File: config.mk
export PLATFORM = sky130hd
export DESIGN_NAME = inst_axi_responder
export DESIGN_NICKNAME = d
export VERILOG_FILES = /design/src/rtl/inst_axi_responder.sv
export SDC_FILE = /design/constraint.sdc
export NUM_CORES = 1
export LEC_CHECK = 0
export CORE_ASPECT_RATIO = 1.75
export CORE_MARGIN = 8
export CORE_UTILIZATION = 37
export CTS_BUF_LIST = sky130_fd_sc_hd__clkbuf_4 sky130_fd_sc_hd__clkbuf_8 sky130_fd_sc_hd__clkbuf_16
export CTS_CLUSTER_DIAMETER = 200
export DETAILED_ROUTE_END_ITERATION = 10
export PLACE_DENSITY = 0.8
export SETUP_SLACK_MARGIN = 0.1
export SLEW_MARGIN = 40
export SYNTH_ARGS = -nofsm -noshare
export SYNTH_HDL_FRONTEND = slang
export SYNTH_SLANG_ARGS = --single-unit
export TNS_END_PERCENT = 10
File: constraint.sdc
create_clock -name clk -period 3.3 [get_ports clk]
set_input_delay 0.33 -clock clk [delete_from_list [all_inputs] [get_ports clk]]
set_output_delay 0.33 -clock clk [all_outputs]
set_load 0.01 [all_outputs]
File: src/rtl/inst_axi_responder.sv
// Instruction-fetch responder: turns SRAM-like fetch requests into single-beat
// AXI4 reads and returns the data in request order.
module inst_axi_responder #(
  parameter int         MAX_OUTSTANDING = 4,
  parameter logic [3:0] ARID            = 4'd0
) (
  input  logic        clk,
  input  logic        reset,
  input  logic        inst_req,
  input  logic        inst_cache,
  input  logic [31:0] inst_addr,
  output logic        inst_addr_ok,
  output logic [31:0] inst_rdata,
  output logic        inst_data_ok,
  output logic        inst_data_err,
  output logic        idle,
  output logic [3:0]  arid,
  output logic [31:0] araddr,
  output logic [7:0]  arlen,
  output logic [2:0]  arsize,
  output logic [1:0]  arburst,
  output logic [3:0]  arcache,
  output logic        arvalid,
  input  logic        arready,
  input  logic [3:0]  rid,
  input  logic [31:0] rdata,
  input  logic [1:0]  rresp,
  input  logic        rlast,
  input  logic        rvalid,
  output logic        rready,
  output logic        proto_err
);

  localparam logic [3:0] MAX_CNT_C = 4'(MAX_OUTSTANDING);

  logic        arvalid_r;
  logic [31:0] araddr_r;
  logic [3:0]  arcache_r;
  logic [3:0]  cnt_r;
  logic        data_ok_r;
  logic [31:0] rdata_r;
  logic        data_err_r;
  logic        proto_err_r;

  logic        slot_free_s;
  logic        r_hs_s;
  logic        r_take_s;
  logic        accept_s;
  logic        proto_hit_s;
  logic [3:0]  cnt_nxt_s;

  // Single ID and in-order return make rid and the OKAY/EXOKAY bit irrelevant.
  logic        unused_s;
  assign unused_s = ^{rid, rresp[0]};

  // Accept decision, R-beat classification and next outstanding count.
  always_comb begin
    slot_free_s = 1'b0;
    r_hs_s      = 1'b0;
    r_take_s    = 1'b0;
    accept_s    = 1'b0;
    proto_hit_s = 1'b0;
    cnt_nxt_s   = cnt_r;
    if (!arvalid_r || arready) begin
      slot_free_s = 1'b1;
    end else begin
      slot_free_s = 1'b0;
    end
    r_hs_s      = rvalid && !reset;
    r_take_s    = r_hs_s && (cnt_r != 4'd0);
    // A beat retired this cycle frees a slot for a request in the same cycle.
    accept_s    = !reset && inst_req && slot_free_s && ((cnt_r < MAX_CNT_C) || r_take_s);
    proto_hit_s = r_hs_s && ((cnt_r == 4'd0) || !rlast);
    case ({accept_s, r_take_s})
      2'b10:   cnt_nxt_s = cnt_r + 4'd1;
      2'b01:   cnt_nxt_s = cnt_r - 4'd1;
      default: cnt_nxt_s = cnt_r;
    endcase
  end

  // AR register, outstanding counter, response register and sticky error.
  always_ff @(posedge clk) begin
    if (reset) begin
      arvalid_r   <= 1'b0;
      araddr_r    <= 32'd0;
      arcache_r   <= 4'd0;
      cnt_r       <= 4'd0;
      data_ok_r   <= 1'b0;
      rdata_r     <= 32'd0;
      data_err_r  <= 1'b0;
      proto_err_r <= 1'b0;
    end else begin
      if (accept_s) begin
        arvalid_r <= 1'b1;
        araddr_r  <= inst_addr;
        arcache_r <= inst_cache ? 4'b1111 : 4'b0000;
      end else if (arvalid_r && arready) begin
        arvalid_r <= 1'b0;
      end
      cnt_r      <= cnt_nxt_s;
      data_ok_r  <= r_take_s;
      data_err_r <= r_take_s && rresp[1];
      if (r_take_s) begin
        rdata_r <= rdata;
      end
      if (proto_hit_s) begin
        proto_err_r <= 1'b1;
      end
    end
  end

  assign inst_addr_ok  = accept_s;
  assign inst_rdata    = rdata_r;
  assign inst_data_ok  = data_ok_r;
  assign inst_data_err = data_err_r;
  assign idle          = !arvalid_r && (cnt_r == 4'd0);
  assign arid          = ARID;
  assign araddr        = araddr_r;
  assign arlen         = 8'd0;
  assign arsize        = 3'b010;
  assign arburst       = 2'b01;
  assign arcache       = arcache_r;
  assign arvalid       = arvalid_r;
  assign rready        = !reset;
  assign proto_err     = proto_err_r;

endmodule

## Word level (Yosys, flattened, before mapping)

Index checks and enable logic that the tools add are counted.

| storage, ports and cells | value |
|---|---|
| logic and storage cells | 37 |
| flip-flop bits (word level) | 76 |
| bits of input ports | 77 |

| operators by class | value |
|---|---|
| reduce and logical (&&, ||, !) cells | 19 |
| $add $sub $neg | 2 |
| multiplexer cells | 5 |
| $lt $le $gt $ge | 1 |
| equal/unequal tests | 2 |

Operator list:

| operator | count |
|---|---|
| 1-bit logical AND | 9 |
| 4-bit one-hot mux with 2 select lines | 1 |
| 4-bit by 1-bit adder with 4-bit output, second input constant | 1 |
| 4-bit zero test | 1 |
| 4-bit by 3-bit < comparator with 1-bit output, second input constant | 1 |
| 4-bit 2-to-1 mux | 1 |
| 2-bit nonzero test | 2 |
| 4-bit nonzero test | 1 |
| 4-bit by 1-bit subtractor with 4-bit output, second input constant | 1 |
| 1-bit zero test | 3 |
| 1-bit logical OR | 3 |
| 1-bit 2-to-1 mux | 3 |
| 2-bit by 1-bit equality test with 1-bit output, second input constant | 1 |
| 2-bit equality test, second input constant | 1 |

## Depth between registers and ports, before layout

| logic depth | value |
|---|---|
| depth in word-level cells | 7 |
| mapped depth | 10 |

## Worst setup path before layout

Ideal clock, no wire load.

| timing | value |
|---|---|
| path kind | register to register |
| start point | register cnt_r[0] |
| end point | register cnt_r[3] |
| setup slack | 0.960 ns |
| buffers on the path | 0 |
| arrival time | 2.218 ns |
| cell stages (with the launch flop) | 10 |
| setup time | 0.122 ns |
| cells stage by stage | dfxtp_1 > o41ai_4 > nor2_1 > nand2_1 > inv_1 > ha_1 > a21o_1 > a221oi_1 > nor3_1 > a311o_1 |

| on the way | value |
|---|---|
| longest elaborated chain between the ends | 6 |

RTL lines:

| what | RTL line | source |
|---|---|---|
| start: declaration | 39 | `logic [3:0] cnt_r;` |
| start signal: assignment | 100 | `cnt_r <= cnt_nxt_s;` |
| parallel branches: the longest is 6 deep, another holds 4-bit by 3-bit < comparator with 1-bit output | - |  |

Several ways; the timed one is not identified.
A chain may end at the register's enable or synchronous reset.

## Worst setup path in the final report

| timing | value |
|---|---|
| start point | input rvalid |
| end point | register cnt_r[3] |

| on the way | value |
|---|---|
| longest elaborated chain between the ends | 6 |

RTL lines:

| what | RTL line | source |
|---|---|---|
| start: declaration | 29 | `input logic rvalid,` |
| 1-bit logical AND (*) | 69 | `r_hs_s = rvalid && !reset;` |
| 1-bit logical AND (*) | 70 | `r_take_s = r_hs_s && (cnt_r != 4'd0);` |
| 1-bit logical OR | 72 | `accept_s = !reset && inst_req && slot_free_s && ((cnt_r < MAX_CNT_C) \|\| r_take_s);` |
| 1-bit logical AND | 72 |  |
| 2-bit by 1-bit equality test with 1-bit output or 2-bit equality test (tied branches) | 74 | `case ({accept_s, r_take_s})` |
| 4-bit one-hot mux with 2 select lines or 2-bit nonzero test (tied branches) | - |  |

Mark *: on every way between the ends. The rest lies on a longest branch, timed or not.

==> metrics.md <==
| Metric | Value |
|---|---|
| Status | complete, no violations |
| CP Max Fanout | 4 |
| Worst slew pin tran | between 0.7 and 0.8 ns |
| Clock sinks | 73 |
| GP Congestion | about 0.75 |
| Total track usage | 0.1614 |
| P_leak | roughly 0.0017 uW |
| Cell Pwr Density | 680.9 nW/um2 |
| Final setup vio count | 0 |
| Clk_skew | 0.004448 ns |
| Hold_buf cts | 0 |
| FP Rows | between 40 and 50 |
| Worst path required time | around 3.5 ns |
| Die ar. | 10850 um2 |
| Root buf cell | clkbuf_16 |
| Post-synthesis adder-cell area fraction | 0.01586 |
| Post-synthesis compound-gate area fraction | 0.1573 |
| Worst hold endpoint | inst_data_ok |
| Number of nets in the layout | roughly 570 |
| Drt initial violations | ~80 |
| Mapped Area | between 2000 and 3000 um2 |
| CTS tree | built |
| H-tree levels | 3 |
| Drt via density | roughly 4.8 |
| Register area share after synthesis | 0.5145 |
| Area Overhead vs Synth | 58.81% |
| Hpwl dp | ~6600 um |
| Length of the first detailed-routing pass in iterations | 4 |
| Synth warnings | 0 |
| Multiplexer share of the synthesized area | 0.003524 |
| Reg2reg start | cnt_r[0] |
| Via count | 2760 |
| # IOs | between 150 and 200 |
| Placed Cells | around 570 |
| Vias in the first global route | 2765 |
| Main combinational cell family by area after synthesis | simple AND/OR/NAND/NOR gates |
| ANT nets after route | 0 |
| Max-cap violations | 0 |
| Worst skew pair latency | around 0.32 ns |
| Fill cells | about 670 |
| FF-to-FF End | cnt_r[3] |
| Number of post-CTS setup repair buffers | 0 |
| WS Path Type | primary input to flop |
| Worst R2R Setup Slack | 0.98 ns |
| Peak supply drop | ~380 uV |
| Non-filler cells, final | roughly 580 |
| Final period util | 0.7124 |
| Worst setup SP type | primary input |
| Netlist cell types | 30 |
| Fmax | between 400 and 500 MHz |
| Reg2reg path depth | 9 |
| Hold path start | reset |
| Input/output buffers | roughly 150 |
| Synth Instances | roughly 360 |
| WP data arrival | roughly 2.6 ns |
| Hold Fails Final Rpt | 0 |
| Crit path time final | roughly 2.4 ns |
| Pin count of the biggest net entering global routing | 72 |
| Seq cells post-synth | 73 |
| WL per Instance | 14.90 um |
| Unrepaired setup endpoints after global routing | no |
| # resized after CTS | 0 |
| Antenna diode count | 0 |
| Post-Synth Simple-Gate Area | 0.2106 |
| Tot Pwr | roughly 3100 uW |
| Syn Area/Cell | slightly below 8 um2 |
| First-pass GRT wire length | 13680 um |
| Initial Util | 0.3780 |
| Hold depth | 2 |
| Fin. max-slew vios | 0 |
| Setup tns final | 0 ns |
| Chip height | 131.9 um |
| Clock Path Buffers | 2 |
| Num CTS Buffers | 9 |
| Share of layout cells above drive strength 1 | 0.04057 |
| Slew headroom | 0.5145 |
| DIE WIDTH | just over 80 um |
| Worst min path class | primary input to flop |
| Worst-path clk slew | roughly 0.050 ns |
| Initial antenna violation count | 0 |
| Wirelength, routed | just under 9000 um |
| Grt total ovfl | 0 |
| Number of remaining DRC errors | 0 |
| Core area | roughly 7500 um2 |
| Xor/xnor share of the synthesized area | 0.003084 |
| Worst Setup End Kind | flop |
## flip-flops by register name (all words and copies together), names as in the netlist
name,count
araddr,32
arcache,1
arvalid,1
cnt_r,4
inst_data_err,1
inst_data_ok,1
inst_rdata,32
proto_err,1
## per-layer routing
| metal | vias to the layer above | part of all wire | wire length [um] | global-route usage |
|---|---|---|---|---|
| li1 | 1380 | - | - | - |
| met1 | 1249 | 0.33 | 2884 | 0.1541 |
| met2 | 112 | 0.54 | 4646 | 0.2779 |
| met3 | 19 | 0.095 | 825 | 0.06079 |
| met4 | 0 | 0.035 | 299 | 0.09234 |
| met5 | - | 0 | 0 | 0 |
## power by group
group          switching (uW)  internal (uW)  total [uW]  leakage, uW
sequential               99.9           1050        1150     0.000599
clock                     317            530         847     0.000129
combinational             546            529        1070      0.00102
total                     962           2110        3070      0.00174
## worst max path at each step
stage             start  endpoint  slack [ns]
5_1_grt          rvalid  cnt_r[3]        0.81
2_1_floorplan  cnt_r[0]  cnt_r[3]        0.96
4_1_cts        cnt_r[0]      idle        0.96
3_5_place_dp     rvalid  cnt_r[3]        0.62
3_3_place_gp     rvalid  cnt_r[3]        0.69
6_report         rvalid  cnt_r[3]        0.95
## Yosys cell counts, drive strengths merged
| cell | count | area [um2] |
|---|---|---|
| xnor2 | 1 | 8.760 |
| nand3 | 1 | 5.000 |
| nor2 | 5 | 18.77 |
| inv | 4 | 15.01 |
| buf | 30 | 198.9 |
| and3 | 2 | 12.51 |
| nor3 | 1 | 5.000 |
| a221oi | 1 | 8.760 |
| conb | 2 | 7.510 |
| mux2i | 1 | 10.01 |
| dfxtp | 73 | 1461 |
| nand2b | 1 | 6.260 |
| a21o | 2 | 15.01 |
| o32ai | 1 | 8.760 |
| a21oi | 69 | 345.3 |
| a311o | 1 | 10.01 |
| nand4 | 1 | 12.51 |
| fa | 1 | 20.02 |
| clkbuf | 13 | 48.80 |
| a21boi | 1 | 7.510 |
| o21a | 1 | 7.510 |
| a311oi | 1 | 8.760 |
| and2 | 2 | 12.51 |
| ha | 2 | 25.02 |
| nand2 | 138 | 518.0 |
| o41ai | 1 | 27.53 |
| or4 | 1 | 7.510 |
| o21bai | 1 | 7.510 |
## cells by family after synthesis
logic type      after synthesis
simple gates                152
compound gates               79
flops                        73
buf+inv                      47
fa+ha+maj                     3
other cells                   2
xor+xnor                      1
mux                           1
## cell usage in the layout (no fill, tap or decap), types with 2 or more instances in the layout
master and instances:
and3_1 2, buf_4 5, ha_1 2, nor2_1 5
nand2_1 138, clkbuf_16 9, dfxtp_1 73, clkbuf_8 2
clkdlybuf4s50_1 145, inv_1 4, a21o_1 2, conb_1 17
and2_1 2, a21oi_1 69
## metrics by stage
stage / util / area, um2 / hold WS (ns) / setup WS, ns
after floorplan: - / 2897 / 0.4517 / 0.9601
after global placement: 0.5659 / 4253 / 0.4411 / 0.6948
final: 0.6002 / 4511 / 0.2130 / 0.9491
after global routing: 0.6002 / 4511 / 0.2123 / 0.8091
after detailed placement: 0.5659 / 4253 / 0.4463 / 0.6207
after CTS: 0.6002 / 4511 / 0.2028 / 0.9564
## critical path, cell delays in order
cell	delay (ns)
clkdlybuf4s50_1	0.60
o41ai_4	0.13
nor2_1	0.17
nand2_1	0.12
inv_1	0.10
ha_1	0.23
a21o_1	0.19
a221oi_1	0.32
nor3_1	0.09
a311o_1	0.27
## area by class of cell
class	instances	area (um2)	area share
repair buffers	151	1494	0.3312
flip-flops and latches	73	1461	0.3240
multi-input cells	253	1172	0.2599
clock buffers	11	252.7	0.05603
well taps	88	110.1	0.02441
inverters	4	15.01	0.003329
clock inverters	1	5.005	0.001110
No activity file was read; power rests on OpenSTA's default activity.
